===== config.mk =====
export PLATFORM = sky130hd
export DESIGN_NAME = ws2812_frame_receiver
export DESIGN_NICKNAME = d
export VERILOG_FILES = /design/src/rtl/ws2812_pkg.sv /design/src/rtl/ws2812_pulse_classifier.sv /design/src/rtl/ws2812_frame_receiver.sv
export SDC_FILE = /design/constraint.sdc
export NUM_CORES = 1
export LEC_CHECK = 0
export ABC_AREA = 1
export CAP_MARGIN = 20
export CORE_ASPECT_RATIO = 0.6
export CORE_MARGIN = 2
export CORE_UTILIZATION = 32
export DETAILED_ROUTE_END_ITERATION = 7
export DONT_BUFFER_PORTS = 1
export SKIP_CTS_REPAIR_TIMING = 1
export SLEW_MARGIN = 0
export SYNTH_ARGS = -nofsm -noshare
export SYNTH_HDL_FRONTEND = slang
export SYNTH_SLANG_ARGS = --single-unit

===== constraint.sdc =====
create_clock -name clk -period 4.58 [get_ports clk]
set_clock_uncertainty 0.2 [all_clocks]
set_input_delay 0.687 -clock clk [delete_from_list [all_inputs] [get_ports clk]]
set_output_delay 0.687 -clock clk [all_outputs]
set_load 0.05 [all_outputs]

===== src/rtl/ws2812_pkg.sv =====
// Shared constants and types for the WS2812 frame receiver.
// Timing values are in clk cycles at CLK_HZ; the FSM encoding is used by the
// pulse classifier.
package ws2812_pkg;

    localparam int unsigned CLK_HZ       = 25_000_000;
    localparam int unsigned MIN_HIGH     = 4;
    localparam int unsigned BIT1_THRESH  = 15;
    localparam int unsigned MAX_HIGH     = 40;
    localparam int unsigned LATCH_CYCLES = 1250;
    localparam int unsigned FRAME_W      = 24;
    localparam int unsigned NUM_LEDS     = 8;

    localparam int unsigned LOW_CNT_W  = $clog2(LATCH_CYCLES + 1);
    localparam int unsigned HIGH_CNT_W = $clog2(MAX_HIGH + 2);
    localparam int unsigned BIT_CNT_W  = $clog2(FRAME_W);
    localparam int unsigned LED_IDX_W  = $clog2(NUM_LEDS + 1);
    localparam int unsigned LED_SEL_W  = $clog2(NUM_LEDS);

    typedef logic [FRAME_W-1:0] frame_t;

    typedef enum logic [1:0] {
        ST_WAIT_LATCH = 2'd0,
        ST_LOW        = 2'd1,
        ST_HIGH       = 2'd2
    } rx_state_e;

endpackage


===== src/rtl/ws2812_pulse_classifier.sv =====
// Synchronizes the WS2812 line, measures high/low widths and classifies them.
// Ports:
//   clk, rstn     clock and asynchronous active-low reset
//   din           raw serial line (asynchronous)
//   bit_strobe    one-cycle pulse per decoded bit, bit_val holds its value
//   glitch        high pulse shorter than MIN_HIGH
//   too_long      high pulse longer than MAX_HIGH (classifier re-syncs)
//   latch_strobe  low period of LATCH_CYCLES after at least one pulse
module ws2812_pulse_classifier
    import ws2812_pkg::*;
(
    input  logic clk,
    input  logic rstn,
    input  logic din,
    output logic bit_strobe,
    output logic bit_val,
    output logic glitch,
    output logic too_long,
    output logic latch_strobe
);

    localparam int unsigned WIDTH_W = HIGH_CNT_W + 1;

    logic                  sync_meta;
    logic                  din_sync;
    logic                  din_prev;
    logic                  rise_c;
    logic                  fall_c;
    logic [WIDTH_W-1:0]    width_c;

    rx_state_e             state, state_n;
    logic [LOW_CNT_W-1:0]  low_cnt, low_cnt_n;
    logic [HIGH_CNT_W-1:0] high_cnt, high_cnt_n;
    logic                  bit_strobe_n;
    logic                  bit_val_n;
    logic                  glitch_n;
    logic                  too_long_n;
    logic                  latch_n;

    // Two-flop synchronizer plus one register for edge detection
    always_ff @(posedge clk or negedge rstn) begin
        if (!rstn) begin
            sync_meta <= 1'b0;
            din_sync  <= 1'b0;
            din_prev  <= 1'b0;
        end else begin
            sync_meta <= din;
            din_sync  <= sync_meta;
            din_prev  <= din_sync;
        end
    end

    assign rise_c  = din_sync & ~din_prev;
    assign fall_c  = ~din_sync & din_prev;
    // The rising-edge cycle itself is part of the pulse, hence the +1
    assign width_c = WIDTH_W'(high_cnt) + WIDTH_W'(1);

    // State, counters and registered event outputs
    always_ff @(posedge clk or negedge rstn) begin
        if (!rstn) begin
            state        <= ST_WAIT_LATCH;
            low_cnt      <= '0;
            high_cnt     <= '0;
            bit_strobe   <= 1'b0;
            bit_val      <= 1'b0;
            glitch       <= 1'b0;
            too_long     <= 1'b0;
            latch_strobe <= 1'b0;
        end else begin
            state        <= state_n;
            low_cnt      <= low_cnt_n;
            high_cnt     <= high_cnt_n;
            bit_strobe   <= bit_strobe_n;
            bit_val      <= bit_val_n;
            glitch       <= glitch_n;
            too_long     <= too_long_n;
            latch_strobe <= latch_n;
        end
    end

    // Next-state and event decode
    always_comb begin
        state_n      = state;
        low_cnt_n    = low_cnt;
        high_cnt_n   = high_cnt;
        bit_strobe_n = 1'b0;
        bit_val_n    = bit_val;
        glitch_n     = 1'b0;
        too_long_n   = 1'b0;
        latch_n      = 1'b0;

        case (state)
            ST_WAIT_LATCH: begin
                // Enter LOW already saturated so this sync does not latch
                if (din_sync) begin
                    low_cnt_n = '0;
                end else if (low_cnt == LOW_CNT_W'(LATCH_CYCLES - 1)) begin
                    state_n   = ST_LOW;
                    low_cnt_n = LOW_CNT_W'(LATCH_CYCLES);
                end else begin
                    low_cnt_n = low_cnt + LOW_CNT_W'(1);
                end
            end

            ST_LOW: begin
                // Latch wins over a coincident rising edge; both are honoured
                if (low_cnt == LOW_CNT_W'(LATCH_CYCLES - 1)) begin
                    latch_n = 1'b1;
                end
                if (rise_c) begin
                    state_n    = ST_HIGH;
                    high_cnt_n = '0;
                end else if (low_cnt != LOW_CNT_W'(LATCH_CYCLES)) begin
                    low_cnt_n = low_cnt + LOW_CNT_W'(1);
                end
            end

            ST_HIGH: begin
                if (fall_c) begin
                    state_n   = ST_LOW;
                    low_cnt_n = '0;
                    if (width_c < WIDTH_W'(MIN_HIGH)) begin
                        glitch_n = 1'b1;
                    end else if (width_c > WIDTH_W'(MAX_HIGH)) begin
                        too_long_n = 1'b1;
                        state_n    = ST_WAIT_LATCH;
                    end else begin
                        bit_strobe_n = 1'b1;
                        bit_val_n    = (width_c >= WIDTH_W'(BIT1_THRESH));
                    end
                end else if (high_cnt != HIGH_CNT_W'(MAX_HIGH + 1)) begin
                    high_cnt_n = high_cnt + HIGH_CNT_W'(1);
                end
            end

            default: begin
                state_n   = ST_WAIT_LATCH;
                low_cnt_n = '0;
            end
        endcase
    end

endmodule


===== src/rtl/ws2812_frame_receiver.sv =====
// Decodes a WS2812 NRZ stream into 24-bit frames for NUM_LEDS LEDs and
// presents them when a latch low period is seen.
// Ports:
//   clk, rstn              clock and asynchronous active-low reset
//   din                    serial LED data line (asynchronous)
//   frame_for_led0..7      latched frame per LED, MSB = first bit received
//   frames_valid           one-cycle pulse when a set is latched
//   frames_received        complete frames in the last latched set
//   bit_valid, bit_value   debug strobe and value per decoded bit
//   proto_error            sticky error, cleared by a clean latched set
module ws2812_frame_receiver
    import ws2812_pkg::*;
(
    input  logic                 clk,
    input  logic                 rstn,
    input  logic                 din,
    output logic [FRAME_W-1:0]   frame_for_led0,
    output logic [FRAME_W-1:0]   frame_for_led1,
    output logic [FRAME_W-1:0]   frame_for_led2,
    output logic [FRAME_W-1:0]   frame_for_led3,
    output logic [FRAME_W-1:0]   frame_for_led4,
    output logic [FRAME_W-1:0]   frame_for_led5,
    output logic [FRAME_W-1:0]   frame_for_led6,
    output logic [FRAME_W-1:0]   frame_for_led7,
    output logic                 frames_valid,
    output logic [LED_IDX_W-1:0] frames_received,
    output logic                 bit_valid,
    output logic                 bit_value,
    output logic                 proto_error
);

    logic                 bit_strobe;
    logic                 bit_val;
    logic                 glitch;
    logic                 too_long;
    logic                 latch_strobe;

    // Only the 23 earlier bits need storing; the 24th is joined on write
    logic [FRAME_W-2:0]   shreg;
    frame_t               shift_c;
    logic [BIT_CNT_W-1:0] bit_cnt;
    logic [LED_IDX_W-1:0] led_idx;
    logic [LED_SEL_W-1:0] led_sel_c;
    frame_t               staging [NUM_LEDS];
    frame_t               frame_q [NUM_LEDS];
    logic                 set_dirty;
    logic                 dropping;

    ws2812_pulse_classifier u_classifier (
        .clk          (clk),
        .rstn         (rstn),
        .din          (din),
        .bit_strobe   (bit_strobe),
        .bit_val      (bit_val),
        .glitch       (glitch),
        .too_long     (too_long),
        .latch_strobe (latch_strobe)
    );

    // Debug outputs come straight from the classifier's registers
    assign bit_valid = bit_strobe;
    assign bit_value = bit_val;

    assign shift_c   = {shreg, bit_val};
    assign led_sel_c = led_idx[LED_SEL_W-1:0];

    // Frame assembly, staging and latch
    always_ff @(posedge clk or negedge rstn) begin
        if (!rstn) begin
            shreg           <= '0;
            bit_cnt         <= '0;
            led_idx         <= '0;
            set_dirty       <= 1'b0;
            dropping        <= 1'b0;
            proto_error     <= 1'b0;
            frames_valid    <= 1'b0;
            frames_received <= '0;
            for (int i = 0; i < NUM_LEDS; i++) begin
                staging[i] <= '0;
                frame_q[i] <= '0;
            end
        end else begin
            frames_valid <= 1'b0;
            if (latch_strobe) begin
                for (int i = 0; i < NUM_LEDS; i++) begin
                    if (LED_IDX_W'(i) < led_idx) begin
                        frame_q[i] <= staging[i];
                    end
                end
                frames_received <= led_idx;
                frames_valid    <= 1'b1;
                proto_error     <= set_dirty || (bit_cnt != '0);
                led_idx         <= '0;
                bit_cnt         <= '0;
                set_dirty       <= 1'b0;
                dropping        <= 1'b0;
            end else if (too_long) begin
                // Whole set is abandoned; the classifier re-syncs on a latch
                proto_error <= 1'b1;
                led_idx     <= '0;
                bit_cnt     <= '0;
                set_dirty   <= 1'b0;
                dropping    <= 1'b0;
            end else if (glitch) begin
                proto_error <= 1'b1;
                set_dirty   <= 1'b1;
            end else if (bit_strobe && !dropping) begin
                if (led_idx == LED_IDX_W'(NUM_LEDS)) begin
                    dropping    <= 1'b1;
                    set_dirty   <= 1'b1;
                    proto_error <= 1'b1;
                end else if (bit_cnt == BIT_CNT_W'(FRAME_W - 1)) begin
                    staging[led_sel_c] <= shift_c;
                    led_idx            <= led_idx + LED_IDX_W'(1);
                    bit_cnt            <= '0;
                    shreg              <= '0;
                end else begin
                    shreg   <= shift_c[FRAME_W-2:0];
                    bit_cnt <= bit_cnt + BIT_CNT_W'(1);
                end
            end
        end
    end

    assign frame_for_led0 = frame_q[0];
    assign frame_for_led1 = frame_q[1];
    assign frame_for_led2 = frame_q[2];
    assign frame_for_led3 = frame_q[3];
    assign frame_for_led4 = frame_q[4];
    assign frame_for_led5 = frame_q[5];
    assign frame_for_led6 = frame_q[6];
    assign frame_for_led7 = frame_q[7];

endmodule


# After elaboration in Yosys (flattened, before gate mapping)
# Cells that the tools add are included.
op_classes:
  n_addsub: 5
  order_cmp: 13
  eq_ne: 17
  mux: 57
  bitwise_logic: 11
  n_reduce_logical: 30
ops:
  columns: ["op", "count"]
  rows:
  - ["bitwise mux 192 bit", 1]
  - ["demux 24 bit (select 3 bit)", 1]
  - ["2-to-1 mux 11 bit", 5]
  - ["case mux 11 bit (3 select lines)", 1]
  - ["2-to-1 mux 5 bit", 6]
  - ["2-to-1 mux 1 bit", 25]
  - ["2-to-1 mux 24 bit", 1]
  - ["2-to-1 mux 4 bit", 6]
  - ["2-to-1 mux 23 bit", 1]
  - ["2-to-1 mux 6 bit", 3]
  - ["AND reduction 2 bit", 9]
  - ["less-than comparator 3 x 4 -> 1 bit (first input constant)", 4]
  - ["AND reduction 4 bit", 4]
  - ["case mux 6 bit (2 select lines)", 1]
  - ["adder 11 x 1 -> 11 bit (second input constant)", 1]
  - ["equality test 11 bit (second input constant)", 1]
  - ["inequality test 11 bit (second input constant)", 1]
  - ["2-to-1 mux 2 bit", 5]
  - ["inequality test 2 x 1 -> 1 bit (second input constant)", 5]
  - ["AND reduction 3 bit", 3]
  - ["nonzero test 3 bit", 3]
  - ["less-than comparator 1 x 4 -> 1 bit (first input constant)", 2]
  - ["less-than comparator 2 x 4 -> 1 bit (first input constant)", 2]
  - ["NOT 1 bit", 8]
  - ["29 further kinds", 34]
word_totals:
  register_bits: 451
  in_bits: 3
  out_inout_bits: 200
  word_cells: 168

# Depth between registers and ports, before layout
logic_depth:
  ltp_word: 7
  depth_mapped: 12
  depth_no_buf: 11

# Modules after synthesis
# A second synthesis with hierarchy kept.
hier_totals:
  cells_unflattened: 2083
  area_unflattened_um2: 18866.8
by_module_without_submodules:
  columns: ["module", "instances", "cells_per_inst", "area_per_inst_um2", "seq_area_each_um2"]
  rows:
  - ["ws2812_frame_receiver", 1, 1866, 17214.0, 10610.2]
  - ["ws2812_pulse_classifier", 1, 217, 1652.8, 675.6]

# Worst setup path before layout
# Ideal clock, no wire load.
synth_timing:
  path_kind: "register to register"
  startpoint: "register led_idx[0]"
  endpoint: "register staging[137] (netlist bit)"
  setup_time_ps: 130
  arrival_time_ps: 1872
  required_ps: 4250
  slack_ps: 2377
  stages_incl_launch_ff: 13
  n_path_buf: 2
  period_less_slack_ps: 2203
  path_cell_list: "dfrtp_1 inv_1 ha_1 nand3_2 nand2_4 nor2_8 nand2_4 nor2_4 nand2_1 buf_4 buf_6 nand2_1 o21ai_1"
synth_via:
  elab_chain_len: 6
  elab_cells_between_ends: 10
  classes_between: "2 x order compare; 1 x eq/ne; 3 x mux; 2 x bitwise; 2 x reduce/logical"
synth_lines:
  columns: ["item", "line_no", "text"]
  rows:
  - ["start, declared", "ws2812_frame_receiver.sv:42", "logic [LED_IDX_W-1:0] led_idx;"]
  - ["start signal, assigned", "ws2812_frame_receiver.sv:114", "led_idx <= led_idx + LED_IDX_W'(1);"]
  - ["NOT 3 -> 4 bit (implied by the code)", "ws2812_frame_receiver.sv:113", "staging[led_sel_c] <= shift_c;"]
  - [">= comparator 4 bit (implied by the code) or less-than comparator 4 x 1 -> 1 bit (tied branches)", "ws2812_frame_receiver.sv:113", null]
  - ["logical AND 1 bit (implied by the code)", "ws2812_frame_receiver.sv:113", null]
  - ["2-to-1 mux 24 bit (implied by the code)", "ws2812_frame_receiver.sv:113", null]
  - ["demux 24 bit (select 3 bit)", "ws2812_frame_receiver.sv:113", null]
  - ["bitwise mux 192 bit", "ws2812_frame_receiver.sv:113", null]
  - ["end signal, assigned by index", "ws2812_frame_receiver.sv:113", null]
  - ["end, declared", "ws2812_frame_receiver.sv:44", "frame_t staging [NUM_LEDS];"]
# Parallel ways exist; a longest one is shown, timed or not.
# A chain may end at the register's enable or synchronous reset.

# Worst setup path after layout
layout_timing:
  startpoint: "register led_idx[0]"
  endpoint: "register staging[126] (netlist bit)"
# The elaborated chain is that of the path after synthesis.

==> reports/summary.txt <==
STATUS
----------------------------------------------------------------------------
Result of the run                                               finished, violations left
Failing checks                                                  negative hold slack, max-slew violations

DIE
----------------------------------------------------------------------------
Number of placement rows                                                  66
Die extent in x                                                       306 um
Die height                                                            185 um
Starting utilization of the core area                                  32.3%
Die area                                                         0.0565 mm^2
Number of top-level design ports                                         203
Core box area                                                    0.0541 mm^2

FINISH
----------------------------------------------------------------------------
Total inserted antenna cells                                               0
Fillers                                                                 5269
Ratio of cells with drive above 1 in the final layout                  11.1%
Most used cells in the layout excluding fill and tap cells      dfrtp_1, nand2_1, o21ai_0
Most common library cell in the layout ignoring fill and taps        dfrtp_1
Non-filler cells, final                                                 2414
Number of nets in the final layout                                      1681
Area growth, synth to finish                                           11.9%

POWER AND IR DROP
----------------------------------------------------------------------------
Switching power as a share of total power                              20.7%
Leakage                                                              9.10 nW
PwrDens                                                          396 mW/mm^2
P_sw                                                                 1.60 mW
Internal portion of total power                                      6.13 mW
Flop pwr share                                                         51.6%
Final Total Pwr                                                      7.73 mW
Portion of total power attributed to the clock network                 48.2%
Worst-case vdd ir drop                                              0.220 mV
Combinational power share                                               0.2%

DRT
----------------------------------------------------------------------------
DRC violation count after routing                                          0
Antenna-violating nets left                                                0
Vias per cell                                                           4.70
Total number of vias                                                   11300
Routed wire length                                                   45.4 mm
Detailed router's first-iteration violation count                        958
Routed wire per std cell                                             18.8 um
First-pass iteration count of the detailed router                          5

YOSYS
----------------------------------------------------------------------------
Count of warnings emitted by yosys                                         0
Part of the Yosys area used for sequential elements                    64.6%
Syn Nets                                                                1699
Avg Inst Size Synth                                                10.4 um^2
Synthesized netlist cell count                                          1685
Post-synth cell types                                                     31
Number of synthesized register bits                                      451
Mapped cell area                                                 0.0175 mm^2

STA
----------------------------------------------------------------------------
Final setup violating endpoints                                            0
Transition time of the tightest slew-check pin                       1.71 ns
Final Max Slew Viols                                                     203
Highest clock rate                                                   327 MHz
Smallest hold slack                                                -0.384 ns
Headroom to the max-slew limit                                        -14.0%
Final count of hold timing violations                                    451
Post-layout min period                                               3.06 ns
Tcrit/Tclk final                                                       66.7%
Setup repair after global routing missed its margin                    false
Setup TNS                                                               0 ns

PLACEMENT
----------------------------------------------------------------------------
HPWL Detailed                                                        29.4 mm
RePlAce Congestion                                                     0.815
Post-Place Cells                                                        2334
Total of buffers placed on input and output ports                          0

JOB
----------------------------------------------------------------------------
# Max-Cap Violations                                                       0

CTS
----------------------------------------------------------------------------
Inserted Clock Buffers                                                    44
Clock insertion delay at the later pin of the skew report            0.58 ns
Clock transition at path regs                                        0.06 ns
Clock tree from TritonCTS                                                yes
Deepest clock path buffer count                                            3
H-tree levels                                                              2
Number of sinks handled by clock tree synthesis                          451
Root buffer cell                                                   clkbuf_16

SETUP PATH
----------------------------------------------------------------------------
Category of the worst setup path capture point                     flip-flop
Critical-path maximum fanout                                              48
Startpoint types                                                   flip-flop
WP data arrival                                                      3.33 ns
Worst endpoint required time                                         4.86 ns
Worst setup path category                                         reg -> reg

GLOBAL ROUTING
----------------------------------------------------------------------------
Gr usage total                                                         16.1%
Initial antenna violation count                                            0
Via count of the first global-routing pass                             11200
Residual overflow from global routing                                      0
Maximum number of pins on one net before global-route repair             452
Global-route wire length before repair                               69.3 mm

HOLD PATH
----------------------------------------------------------------------------
Min-delay worst type                                             in -> async

-- cell usage after synthesis, drive strengths merged --
master     n  area share, %
xor2       4           0.20
buf       55            2.2
o22ai     24           0.86
clkbuf    22           0.47
nand4     11           0.43
mux2      72            4.6
xnor2      1          0.050
dfrtp    451             65
nor2      84            2.0
o21ai    289            8.5
ha        11           0.79
o2111ai    2           0.10
nand3     23           0.69
nand2    369            8.0
o21bai     2          0.086
a21oi     56            1.6
inv      193            4.1
nor3      16           0.57
-- kinds of logic after synthesis --
kind of cell	count (synthesis)	share of synthesized area, %
AO/OA/AOI/OAI	373	11.1
XOR/XNOR	5	0.251
multiplexers	72	4.64
adder cells (fa/ha/maj)	11	0.788
flip-flops	451	64.6
buffers and inverters	270	6.87
AND/OR/NAND/NOR	503	11.7
-- flip-flops by register name, indices dropped and copies added (netlist names), 11 cells and up --
name,flops
frame_for_led3,24
frame_for_led6,24
u_classifier.low_cnt,11
shreg,23
frame_for_led5,24
frame_for_led7,24
frame_for_led1,24
frame_for_led0,24
frame_for_led4,24
staging,192
frame_for_led2,24
-- worst max-delay path, stage by stage (launching register included) --
cell and delay [ns]:
dfrtp_1 0.55, inv_1 0.27, ha_1 0.35, nand3_2 0.13, nand2_4 0.09, nor2_8 0.12
nand2_4 0.14, nor2_4 0.15, nand2_2 0.53, o21ai_0 0.39
-- path summary, 6_finish.rpt --
kind / slack, ns / start / endpoint / depth (start not counted)
worst min register to register: 0.16 / u_classifier.sync_meta / u_classifier.din_sync / 0
worst max register to register: 1.52 / led_idx[0] / staging[126] / 9
max in group asynchronous: 3.21 / rstn / frame_for_led4[20] / 0
min in group clk: 0.16 / u_classifier.sync_meta / u_classifier.din_sync / 0
worst min-delay path: -0.38 / rstn / frame_for_led0[6] / 0
worst max-delay path: 1.52 / led_idx[0] / staging[126] / 9
-- cell type report --
class / instances / area, um^2 / share of cell area, %
clock inverter: 19 / 220 / 1.13
clock buffer: 60 / 1270 / 6.50
sequential: 451 / 11300 / 57.7
multi-input combinational: 964 / 5050 / 25.8
inverter: 193 / 724 / 3.71
tap: 714 / 893 / 4.57
timing repair buffer: 13 / 100 / 0.512
-- power by group through the flow --
stage                     combinational, mW  sequential, mW  clock (mW)
final                                0.0154            3.99        3.72
after global routing                 0.0186            3.99        4.03
after CTS                            0.0146            3.99        3.86
after detailed placement             0.0144            4.06           0
after global placement               0.0140            4.06           0
after floorplan                      0.0113            4.06           0
-- through the flow --
| step | cell area [um^2] | util [%] | setup WS (ns) |
|---|---|---|---|
| floorplan | 17500 | - | 2.38 |
| global placement | 18000 | 33.4 | 1.61 |
| detailed placement | 18000 | 33.4 | 1.51 |
| CTS | 19500 | 36.1 | 1.50 |
| global route | 19500 | 36.1 | 1.22 |
| finish | 19500 | 36.1 | 1.52 |
-- layer usage --
metal | GRT usage [%] | vias up | wire length (um)
met1 | 21.8 | 5634 | 20500
met2 | 25.2 | 262 | 20800
met3 | 4.36 | 66 | 2920
met5 | 0 | - | 0
met4 | 4.89 | 0 | 1110
li1 | - | 5386 | -
Note: power is estimated with default switching activity, not from simulation.
